$ cat config.mk
export PLATFORM = sky130hd
export DESIGN_NAME = sram_bridge
export DESIGN_NICKNAME = d
export VERILOG_FILES = /design/src/rtl/sram_bridge_pkg.sv /design/src/rtl/sram_addr_sreg.sv /design/src/rtl/sram_bridge.sv
export SDC_FILE = /design/constraint.sdc
export NUM_CORES = 1
export LEC_CHECK = 0
export CORE_ASPECT_RATIO = 1.1
export CORE_MARGIN = 2
export CORE_UTILIZATION = 25
export CTS_CLUSTER_DIAMETER = 150
export CTS_CLUSTER_SIZE = 28
export DETAILED_ROUTE_END_ITERATION = 10
export GPL_TIMING_DRIVEN = 0
export PLACE_DENSITY = 0.56
export SLEW_MARGIN = 20
export SYNTH_ARGS = -nofsm -noshare
export SYNTH_HDL_FRONTEND = slang
export SYNTH_SLANG_ARGS = --single-unit
$ cat constraint.sdc
create_clock -name avr_clk -period 2.5 [get_ports avr_clk]
set_input_delay 0.75 -clock avr_clk [delete_from_list [all_inputs] [get_ports avr_clk]]
set_output_delay 0.75 -clock avr_clk [all_outputs]
set_load 0.05 [all_outputs]
$ cat src/rtl/sram_bridge_pkg.sv
// -----------------------------------------------------------------------------
// sram_bridge_pkg
// Shared definitions for the AVR-to-SRAM bridge:
//   - state_e         : access sequencer state encoding
//   - WAIT_CNT_W      : width of the wait-state counter
//   - WAIT_STATES_MAX : largest WAIT_STATES value the counter can hold
// -----------------------------------------------------------------------------
package sram_bridge_pkg;

    localparam int unsigned WAIT_CNT_W      = 4;
    localparam int unsigned WAIT_STATES_MAX = (1 << WAIT_CNT_W) - 1;

    typedef logic [WAIT_CNT_W-1:0] wait_cnt_t;

    typedef enum logic [2:0] {
        ST_IDLE,
        ST_RD_SETUP,
        ST_RD_WAIT,
        ST_WR_SETUP,
        ST_WR_PULSE,
        ST_WR_HOLD,
        ST_RELEASE
    } state_e;

endpackage : sram_bridge_pkg

$ cat src/rtl/sram_addr_sreg.sv
// -----------------------------------------------------------------------------
// sram_addr_sreg
// SRAM address register, loaded serially MSB first, with an optional
// +1 increment (wraps modulo 2^ADDR_W). Shifting has priority over increment.
//
// Ports:
//   clk, rst_n   : clock (rising edge), asynchronous active-low reset
//   shift_en_i   : shift si_i into the LSB this cycle
//   si_i         : serial address bit
//   inc_en_i     : add one to the address this cycle
//   addr_o       : current address
// -----------------------------------------------------------------------------
module sram_addr_sreg #(
    parameter int unsigned ADDR_W = 21
) (
    input  logic              clk,
    input  logic              rst_n,
    input  logic              shift_en_i,
    input  logic              si_i,
    input  logic              inc_en_i,
    output logic [ADDR_W-1:0] addr_o
);

    logic [ADDR_W-1:0] addr_q, addr_d;

    // NOTE: every combinational output gets a default first, so no path
    // through the block leaves it unassigned and no latch is inferred.
    always_comb begin
        addr_d = addr_q;
        if (shift_en_i) begin
            addr_d = {addr_q[ADDR_W-2:0], si_i};
        end else if (inc_en_i) begin
            addr_d = addr_q + ADDR_W'(1);
        end
    end

    // NOTE: sequential state is updated with non-blocking assignments only,
    // so every flop samples the values from before the clock edge.
    always_ff @(posedge clk or negedge rst_n) begin
        if (!rst_n) begin
            addr_q <= '0;
        end else begin
            addr_q <= addr_d;
        end
    end

    assign addr_o = addr_q;

endmodule : sram_addr_sreg

$ cat src/rtl/sram_bridge.sv
// -----------------------------------------------------------------------------
// sram_bridge
// AVR-to-SRAM bus bridge. A serially loaded address register selects the SRAM
// location; a strobe sequencer turns falling AVR read/write strobes into SRAM
// cycles with WAIT_STATES (0..15) extra access cycles. All outputs registered.
//
// Optional feature: define SRAM_BRIDGE_AUTOINC_EN to increment the address
// (modulo 2^ADDR_W) on the edge that completes each access.
//
// Ports:
//   avr_clk, avr_reset_n      : clock (rising edge), async active-low reset
//   avr_si, avr_sreg_en       : serial address bit; 0 = shift, 1 = access
//   avr_oe, avr_we            : active-low read / write requests
//   avr_data_i / avr_data_o   : write data in / read data out
//   avr_data_oe               : drive avr_data_o onto the AVR bus
//   sram_data_i / sram_data_o : SRAM data in / out
//   sram_data_oe              : drive sram_data_o onto the SRAM bus
//   sram_addr                 : SRAM address
//   sram_ce_n/oe_n/we_n       : SRAM strobes, active-low
//   busy                      : sequencer not idle
//   done                      : one-cycle pulse per completed access
// -----------------------------------------------------------------------------
module sram_bridge
    import sram_bridge_pkg::*;
#(
    parameter int unsigned ADDR_W      = 21,
    parameter int unsigned DATA_W      = 8,
    parameter int unsigned WAIT_STATES = 1
) (
    input  logic              avr_clk,
    input  logic              avr_reset_n,
    input  logic              avr_si,
    input  logic              avr_sreg_en,
    input  logic              avr_oe,
    input  logic              avr_we,
    input  logic [DATA_W-1:0] avr_data_i,
    output logic [DATA_W-1:0] avr_data_o,
    output logic              avr_data_oe,
    input  logic [DATA_W-1:0] sram_data_i,
    output logic [DATA_W-1:0] sram_data_o,
    output logic              sram_data_oe,
    output logic [ADDR_W-1:0] sram_addr,
    output logic              sram_ce_n,
    output logic              sram_oe_n,
    output logic              sram_we_n,
    output logic              busy,
    output logic              done
);

    localparam wait_cnt_t WAIT_CNT = wait_cnt_t'(WAIT_STATES);

    state_e            state_q, state_d;
    wait_cnt_t         cnt_q, cnt_d;
    logic              oe_smp_q, we_smp_q;
    logic              is_wr_q, is_wr_d;
    logic              ce_n_q, ce_n_d;
    logic              oe_n_q, oe_n_d;
    logic              we_n_q, we_n_d;
    logic              sram_oe_q, sram_oe_d;
    logic [DATA_W-1:0] sram_dat_q, sram_dat_d;
    logic [DATA_W-1:0] avr_dat_q, avr_dat_d;
    logic              avr_oe_q, avr_oe_d;
    logic              busy_q, busy_d;
    logic              done_q, done_d;
    logic              rd_req, wr_req;
    logic              shift_en, inc_en;

    // A request is a strobe seen low now that was high on the previous edge.
    assign rd_req = oe_smp_q & ~avr_oe;
    assign wr_req = we_smp_q & ~avr_we;

    always_comb begin
        state_d    = state_q;
        cnt_d      = cnt_q;
        is_wr_d    = is_wr_q;
        ce_n_d     = ce_n_q;
        oe_n_d     = oe_n_q;
        we_n_d     = we_n_q;
        sram_oe_d  = sram_oe_q;
        sram_dat_d = sram_dat_q;
        avr_dat_d  = avr_dat_q;
        avr_oe_d   = avr_oe_q;
        done_d     = 1'b0;

        unique case (state_q)
            ST_IDLE: begin
                // Write wins when both strobes fall on the same edge.
                if (avr_sreg_en && wr_req) begin
                    sram_dat_d = avr_data_i;
                    is_wr_d    = 1'b1;
                    state_d    = ST_WR_SETUP;
                end else if (avr_sreg_en && rd_req) begin
                    is_wr_d    = 1'b0;
                    state_d    = ST_RD_SETUP;
                end
            end
            ST_RD_SETUP: begin
                ce_n_d  = 1'b0;
                oe_n_d  = 1'b0;
                cnt_d   = WAIT_CNT;
                state_d = ST_RD_WAIT;
            end
            ST_RD_WAIT: begin
                if (cnt_q == '0) begin
                    avr_dat_d = sram_data_i;
                    avr_oe_d  = 1'b1;
                    ce_n_d    = 1'b1;
                    oe_n_d    = 1'b1;
                    done_d    = 1'b1;
                    state_d   = ST_RELEASE;
                end else begin
                    cnt_d = cnt_q - wait_cnt_t'(1);
                end
            end
            ST_WR_SETUP: begin
                // Data goes out with chip enable, one cycle ahead of we_n.
                ce_n_d    = 1'b0;
                sram_oe_d = 1'b1;
                cnt_d     = WAIT_CNT;
                state_d   = ST_WR_PULSE;
            end
            ST_WR_PULSE: begin
                // First cycle here drops we_n; it then stays low for 1+W cycles.
                if (we_n_q) begin
                    we_n_d = 1'b0;
                end else if (cnt_q == '0) begin
                    we_n_d  = 1'b1;
                    state_d = ST_WR_HOLD;
                end else begin
                    cnt_d = cnt_q - wait_cnt_t'(1);
                end
            end
            ST_WR_HOLD: begin
                // Data held one cycle past the rising we_n edge.
                ce_n_d    = 1'b1;
                sram_oe_d = 1'b0;
                done_d    = 1'b1;
                state_d   = ST_RELEASE;
            end
            ST_RELEASE: begin
                ce_n_d    = 1'b1;
                oe_n_d    = 1'b1;
                we_n_d    = 1'b1;
                sram_oe_d = 1'b0;
                if (is_wr_q ? avr_we : avr_oe) begin
                    avr_oe_d = 1'b0;
                    state_d  = ST_IDLE;
                end
            end
            default: begin
                state_d = ST_IDLE;
            end
        endcase

        busy_d = (state_d != ST_IDLE);
    end

    always_ff @(posedge avr_clk or negedge avr_reset_n) begin
        if (!avr_reset_n) begin
            state_q    <= ST_IDLE;
            cnt_q      <= '0;
            oe_smp_q   <= 1'b1;
            we_smp_q   <= 1'b1;
            is_wr_q    <= 1'b0;
            ce_n_q     <= 1'b1;
            oe_n_q     <= 1'b1;
            we_n_q     <= 1'b1;
            sram_oe_q  <= 1'b0;
            sram_dat_q <= '0;
            avr_dat_q  <= '0;
            avr_oe_q   <= 1'b0;
            busy_q     <= 1'b0;
            done_q     <= 1'b0;
        end else begin
            state_q    <= state_d;
            cnt_q      <= cnt_d;
            oe_smp_q   <= avr_oe;
            we_smp_q   <= avr_we;
            is_wr_q    <= is_wr_d;
            ce_n_q     <= ce_n_d;
            oe_n_q     <= oe_n_d;
            we_n_q     <= we_n_d;
            sram_oe_q  <= sram_oe_d;
            sram_dat_q <= sram_dat_d;
            avr_dat_q  <= avr_dat_d;
            avr_oe_q   <= avr_oe_d;
            busy_q     <= busy_d;
            done_q     <= done_d;
        end
    end

    assign shift_en = (state_q == ST_IDLE) && !avr_sreg_en;

`ifdef SRAM_BRIDGE_AUTOINC_EN
    assign inc_en = done_d;
`else
    assign inc_en = 1'b0;
`endif

    sram_addr_sreg #(
        .ADDR_W (ADDR_W)
    ) u_addr (
        .clk        (avr_clk),
        .rst_n      (avr_reset_n),
        .shift_en_i (shift_en),
        .si_i       (avr_si),
        .inc_en_i   (inc_en),
        .addr_o     (sram_addr)
    );

    assign avr_data_o   = avr_dat_q;
    assign avr_data_oe  = avr_oe_q;
    assign sram_data_o  = sram_dat_q;
    assign sram_data_oe = sram_oe_q;
    assign sram_ce_n    = ce_n_q;
    assign sram_oe_n    = oe_n_q;
    assign sram_we_n    = we_n_q;
    assign busy         = busy_q;
    assign done         = done_q;

endmodule : sram_bridge

# Word-level counts from Yosys, hierarchy flattened
# Cells that the tools add are included.
[word_totals] ff_bits=54 latchBits=0 mem_bits_rw=0 mem_bits_ro=0 input_bits=22 out_inout_bits=44 wordCells=75 memories=0
[op_classes] n_addsub=1 n_mul=0 div_mod_pow=0 n_lt_le_gt_ge=0 n_eq_ne=9 shift=0 mux=23 bitwise=4 n_reduce_logical=23
[op_table] cell="$pmux 3 s7" count=1
[op_table] cell="$mux 3" count=6
[op_table] cell="$pmux 4 s3" count=1
[op_table] cell="$reduce_and 2->1" count=6
[op_table] cell="$reduce_bool 3->1" count=4
[op_table] cell="$eq 3x3->1 const B" count=3
[op_table] cell="$mux 4" count=2
[op_table] cell="$pmux 1 s2" count=4
[op_table] cell="$reduce_bool 2->1" count=4
[op_table] cell="$mux 1" count=7
[op_table] cell="$eq 3x2->1 const B" count=2
[op_table] cell="$ne 2x2->1 const B" count=3
[op_table] cell="$pmux 1 s3" count=2
[op_table] cell="$logic_not 4->1" count=1
[op_table] cell="$reduce_or 2->1" count=2
[op_table] cell="$sub 4x1->4 const B" count=1
[op_table] cell="$eq 3x1->1 const B" count=1
[op_table] cell="$logic_and 1x1->1" count=3
[op_table] cell="$logic_not 3->1" count=1
[op_table] cell="$reduce_and 3->1" count=1
[op_table] cell="$and 1x1->1" count=2
[op_table] cell="$not 1->1" count=2
[op_table] cell="$logic_not 1->1" count=1

# Logic depth before layout (Yosys ltp)
[logic_depth] word_depth=7 depth_mapped=6

# Cells and area by module
# From an unflattened synthesis, not the netlist that was laid out.
[hier_totals] hier_cells=253 area_unflattened_um2=2633.8
[modules_own_cells] module="sram_bridge" instances=1 cells_per_inst=119 area_per_inst_um2=1442.6 seq_area_each_um2=832.0
[modules_own_cells] module="sram_addr_sreg" instances=1 cells_per_inst=134 area_per_inst_um2=1191.1 seq_area_each_um2=525.5

# Worst setup path before layout
# OpenSTA, ideal clock, no wires.
[synth_path] path_type="register to register" from="register cnt_q[0]" to="register avr_dat_q[0], in the netlist avr_data_o[0]" arrival_time_ns=1.772 required_time_ns=2.375 setup_slack_ns=0.603 path_stages_with_launch=7 path_buffers=1 synth_period_minus_slack_ns=1.897 cell_sequence="dfrtp_1 inv_1 ha_1 or3b_1 or3_1 buf_6 mux2_4"
[synth_between] elab_chain_cells=2
[synth_lines] item="start: declaration" line="sram_bridge.sv:53" rtl="wait_cnt_t cnt_q, cnt_d;"
[synth_lines] item="start signal: assignment" line="sram_bridge.sv:176" rtl="cnt_q <= cnt_d;"
[synth_lines] item="$logic_not 4->1" line="sram_bridge.sv:104" rtl="if (cnt_q == '0) begin"
[synth_lines] item="$reduce_and 2->1 (no line)"
[synth_lines] item="end signal: assignment" line="sram_bridge.sv:185" rtl="avr_dat_q <= avr_dat_d;"
[synth_lines] item="end: declaration" line="sram_bridge.sv:61" rtl="logic [DATA_W-1:0] avr_dat_q, avr_dat_d;"
# Every way passes these cells.
# A chain may end at the register's enable or synchronous reset.

# Worst setup path in the final report
[layout_path] from="register we_n_q, in the netlist sram_we_n" to="output sram_we_n"
[layout_lines] item="start: declaration" line="sram_bridge.sv:58" rtl="logic we_n_q, we_n_d;"
[layout_lines] item="start signal: assignment" line="sram_bridge.sv:182" rtl="we_n_q <= we_n_d;"
[layout_lines] item="end: declaration" line="sram_bridge.sv:45" rtl="output logic sram_we_n,"
# No word-level cell between the ends.

==> metrics.log <==
[metrics] result of the run: completed
[metrics] synthesized cell area: 0.00225 mm²
[metrics] depth of the CTS H-tree: 2
[metrics] die boundary width: 94.4 µm
[metrics] post-route non-filler standard cell count: 356
[metrics] Gates resized, CTS repair: 0
[metrics] power after layout: 0.00435 W
[metrics] fraction of power spent switching nets: 0.456
[metrics] final standard cell area without fillers: 0.00316 mm²
[metrics] worst setup path end: sram_we_n
[metrics] Setup WS pre-CTS: 0.0171 ns
[metrics] number of placement rows: 36
[metrics] category of the worst setup path launch point: flip-flop
[metrics] max capacitance violation total: 0
[metrics] sequential share of power: 0.325
[metrics] ratio of cells with drive above 1 in the final layout: 0.240
[metrics] clock edge transition at the registers on the reported setup and hold paths: 0.10 ns
[metrics] Syn Area/Cell: 13.4 µm²
[metrics] number of instances in the synthesized netlist: 168
[metrics] die height: 103 µm
[metrics] final setup fails: 0
[metrics] slowest cell delay on critical path: 0.81 ns
[metrics] data required time at the worst endpoint: 1.75 ns
[metrics] fin crit period: 2.43 ns
[metrics] sequential-to-total area share from yosys stat: 0.604
[metrics] Critical path buffers and inverters: 1
[metrics] crit end category: output pin
[metrics] share of the cycle needed by the critical path after routing: 0.973
[metrics] final clock skew: 0.00915 ns
[metrics] number of global-route vias before repair: 1576
[metrics] residual antenna-violating net count after detailed routing: 0
[metrics] crit-path cells: clkdlybuf4s50_1
[metrics] post-layout net count: 264
[metrics] number of buffer cells added on primary ports: 65
[metrics] classification of the worst setup path: flip-flop to output pin
[metrics] starting density of the core: 0.256
[metrics] top achievable clock speed: 0.411 GHz
[metrics] FF+latch area: 0.00136 mm²
[metrics] critical path data arrival time: 1.68 ns
[metrics] cell count after placement: 348
[metrics] maximum ir drop on the vdd rail: 0.000381 V
[metrics] Cell Int Power: 0.00237 W
[metrics] reg-to-reg critical path startpoint: cnt_q[0]
[metrics] Worst-Margin Slew: 0.547 ns
[metrics] Pwr Density: 1380 mW/mm²
[metrics] Static Leak: 1.37 nW
[metrics] Clk Tree Root Cell: sky130_fd_sc_hd__clkbuf_8
[metrics] Setup crit start: sram_we_n
[metrics] clock group share of total power: 0.122
[metrics] fin. max-slew vios: 0
[metrics] worst flop-to-flop path endpoint: avr_data_o[7]
[metrics] Synth Warn #: 0
[metrics] Post-CTS Setup Inserts: 0
[metrics] overall routing resource usage: 0.0960
[metrics] clock buffers created by TritonCTS: 5
[metrics] Top Ports: 66
[metrics] highest fanout seen on the critical path: 4
[metrics] average wire length per cell after detail routing: 13.2 µm
[metrics] global-route wire length before repair: 7400 µm
[metrics] minimum setup slack in the final design: 0.0667 ns
[metrics] synth-to-layout area growth: 40.5%
[metrics] initial antenna violation count: 0
[metrics] net switching component of the power: 0.00199 W
[metrics] number of buffers inserted by hold repair at cts: 0
[metrics] number of filler instances in the final layout: 896
[metrics] setup slack of the worst register-to-register path: 0.44 ns
[metrics] maximum count of clock buffers along a single path: 2
[metrics] overall die area: 0.00976 mm²
[metrics] RSZ-0062 raised after global routing: no
[metrics] last weighted congestion value of the routability-driven placer: 0.801
[metrics] total half-perimeter wirelength after legalization and detailed placement: 3320 µm
[metrics] 1st-iter DRT viols: 45
[metrics] number of storage elements in the synthesis netlist: 54
[metrics] routed vias: 1534
[metrics] Worst Hold Class: input pin to asynchronous set/reset pin
[metrics] combinational share of power: 0.554
[metrics] Initial DRT Pass Iterations: 4
[metrics] WL final: 4690 µm
[metrics] area of the multi-input gates: 817 µm²
[metrics] remaining design rule violation count: 0
[metrics] number of diodes: 0
[metrics] Critical Path Slowest Stage Cell: sky130_fd_sc_hd__clkdlybuf4s50_1
[metrics] via-per-instance ratio: 4.31
[metrics] number of failing hold endpoints at the final stage: 0
[metrics] area of placed instances: 0.00306 mm²
[metrics] distinct cell type count of the synthesized netlist: 32
[metrics] sum of negative setup slack: 0 ns
[metrics] Core Region: 0.00878 mm²
[metrics] family of cells with the greatest summed delay on the critical path: buffers and inverters
[metrics] clock tree from TritonCTS: done
[metrics] Num Clock Sinks: 54
[metrics] largest net degree at the start of global routing: 29
[metrics] global route total overflow: 0
[metrics] total number of cells along the worst setup path: 1
[metrics] reg2reg path depth: 6
[metrics] clock network latency to the later pin of the worst-skew pair: 0.31 ns
[metrics] synthesized net count: 191
[metrics] worst slew slack as a fraction of its limit: 0.632
[logic make-up after synthesis]
logic type | count (synthesis) | synth area share
buf+inv | 16 | 0.0318
flops | 54 | 0.604
simple gates | 30 | 0.0702
fa+ha+maj | 1 | 0.00557
mux | 41 | 0.218
compound gates | 26 | 0.0702
[metrics by stage]
step	util	hold slack, ns
finish	0.359	0.344
global route	0.359	0.358
CTS	0.359	0.355
detailed placement	0.348	0.483
global placement	0.346	0.469
floorplan	-	0.454
[power by group through the flow]
stage | clock network, W | logic [W] | registers, W
2_1_floorplan | 0 | 0.000755 | 0.00233
3_3_place_gp | 0 | 0.00240 | 0.00143
3_5_place_dp | 0 | 0.00242 | 0.00144
4_1_cts | 0.000556 | 0.00243 | 0.00142
5_1_grt | 0.000589 | 0.00256 | 0.00146
6_report | 0.000530 | 0.00241 | 0.00141
[synthesized netlist by cell type]
| master | instances | area share |
|---|---|---|
| sky130_fd_sc_hd__a21boi_0 | 1 | 0.0033 |
| sky130_fd_sc_hd__nand2b_1 | 1 | 0.0028 |
| sky130_fd_sc_hd__nand2_1 | 5 | 0.0084 |
| sky130_fd_sc_hd__mux2i_1 | 2 | 0.0089 |
| sky130_fd_sc_hd__nand3_1 | 5 | 0.011 |
| sky130_fd_sc_hd__nor2_1 | 7 | 0.012 |
| sky130_fd_sc_hd__o21ai_0 | 10 | 0.022 |
| sky130_fd_sc_hd__o21ai_1 | 1 | 0.0022 |
| sky130_fd_sc_hd__dfstp_2 | 5 | 0.058 |
| sky130_fd_sc_hd__nand4b_1 | 2 | 0.0078 |
| sky130_fd_sc_hd__a31oi_1 | 2 | 0.0056 |
| sky130_fd_sc_hd__buf_6 | 1 | 0.0050 |
| sky130_fd_sc_hd__buf_1 | 1 | 0.0017 |
| sky130_fd_sc_hd__mux2_2 | 31 | 0.16 |
| sky130_fd_sc_hd__nor3_1 | 3 | 0.0067 |
| sky130_fd_sc_hd__buf_2 | 3 | 0.0067 |
| sky130_fd_sc_hd__or3_1 | 1 | 0.0028 |
| sky130_fd_sc_hd__inv_1 | 7 | 0.012 |
| sky130_fd_sc_hd__nor3b_1 | 2 | 0.0067 |
| sky130_fd_sc_hd__a21oi_1 | 5 | 0.011 |
| sky130_fd_sc_hd__dfrtp_1 | 49 | 0.55 |
| sky130_fd_sc_hd__clkbuf_1 | 4 | 0.0067 |
| sky130_fd_sc_hd__ha_1 | 1 | 0.0056 |
| sky130_fd_sc_hd__or3b_1 | 1 | 0.0039 |
| sky130_fd_sc_hd__nor2b_1 | 2 | 0.0056 |
| sky130_fd_sc_hd__o2111ai_1 | 2 | 0.0078 |
| sky130_fd_sc_hd__mux2_4 | 8 | 0.053 |
| sky130_fd_sc_hd__o211ai_1 | 1 | 0.0033 |
| sky130_fd_sc_hd__a211oi_1 | 1 | 0.0033 |
| sky130_fd_sc_hd__o31ai_1 | 1 | 0.0033 |
| sky130_fd_sc_hd__a2bb2oi_1 | 2 | 0.0078 |
| sky130_fd_sc_hd__nor4_1 | 1 | 0.0028 |
[worst min-delay path by stage]
stage                startpoint          endpoint  slack (ns)
global route        avr_reset_n  u_addr.addr_o[0]        0.36
floorplan           avr_reset_n     avr_data_o[0]        0.45
detailed placement      is_wr_q           is_wr_q        0.48
global placement        is_wr_q           is_wr_q        0.47
CTS                 avr_reset_n  u_addr.addr_o[2]        0.35
finish              avr_reset_n  u_addr.addr_o[8]        0.34
[state kept, by name, indices dropped and copies added (netlist names)]
| name | flops |
|---|---|
| sram_data_o | 8 |
| state_q | 3 |
| sram_ce_n | 1 |
| is_wr_q | 1 |
| busy | 1 |
| we_smp_q | 1 |
| done | 1 |
| oe_smp_q | 1 |
| avr_data_oe | 1 |
| cnt_q | 4 |
| u_addr.addr_o | 21 |
| sram_we_n | 1 |
| sram_data_oe | 1 |
| sram_oe_n | 1 |
| avr_data_o | 8 |
[cell type report]
| cell class | count | share of cell area |
|---|---|---|
| multi-input cells | 98 | 0.259 |
| clock inverters | 2 | 0.00515 |
| well taps | 114 | 0.0452 |
| repair buffers | 66 | 0.212 |
| clock buffers | 6 | 0.0262 |
| inverters | 7 | 0.00833 |
| plain buffers | 9 | 0.0143 |
| flip-flops and latches | 54 | 0.430 |
[placed cells by master (no fill, tap or decap), drive strengths merged, types with 2 or more instances in the layout]
cell type,Yosys,routed
clkdlybuf4s50,0,64
dfrtp,49,49
mux2,39,39
o21ai,11,11
clkbuf,4,10
inv,7,8
nor2,7,7
buf,5,7
a21oi,5,5
nand3,5,5
nand2,5,5
dfstp,5,5
nor3,3,3
nor3b,2,2
nand4b,2,2
o2111ai,2,2
nor2b,2,2
mux2i,2,2
a2bb2oi,2,2
a31oi,2,2
[per-layer routing]
layer,part of all wire,vias to the layer above,wire length (µm),global-route usage
met2,0.50,31,2360,0.168
met1,0.45,756,2100,0.119
li1,-,740,-,-
met3,0.038,7,176,0.0188
met4,0.012,0,56,0.0334
met5,0,-,0,0
[worst reg2reg max path: cells and delay by family, from the launching register on]
family | cells | cell delay (ns)
adder cells (fa/ha/maj) | 1 | 0.19
buffers and inverters | 2 | 0.24
multiplexers | 1 | 0.31
AND/OR/NAND/NOR | 2 | 0.79
flip-flops | 1 | 0.42
Note: power is estimated with default switching activity, not from simulation.
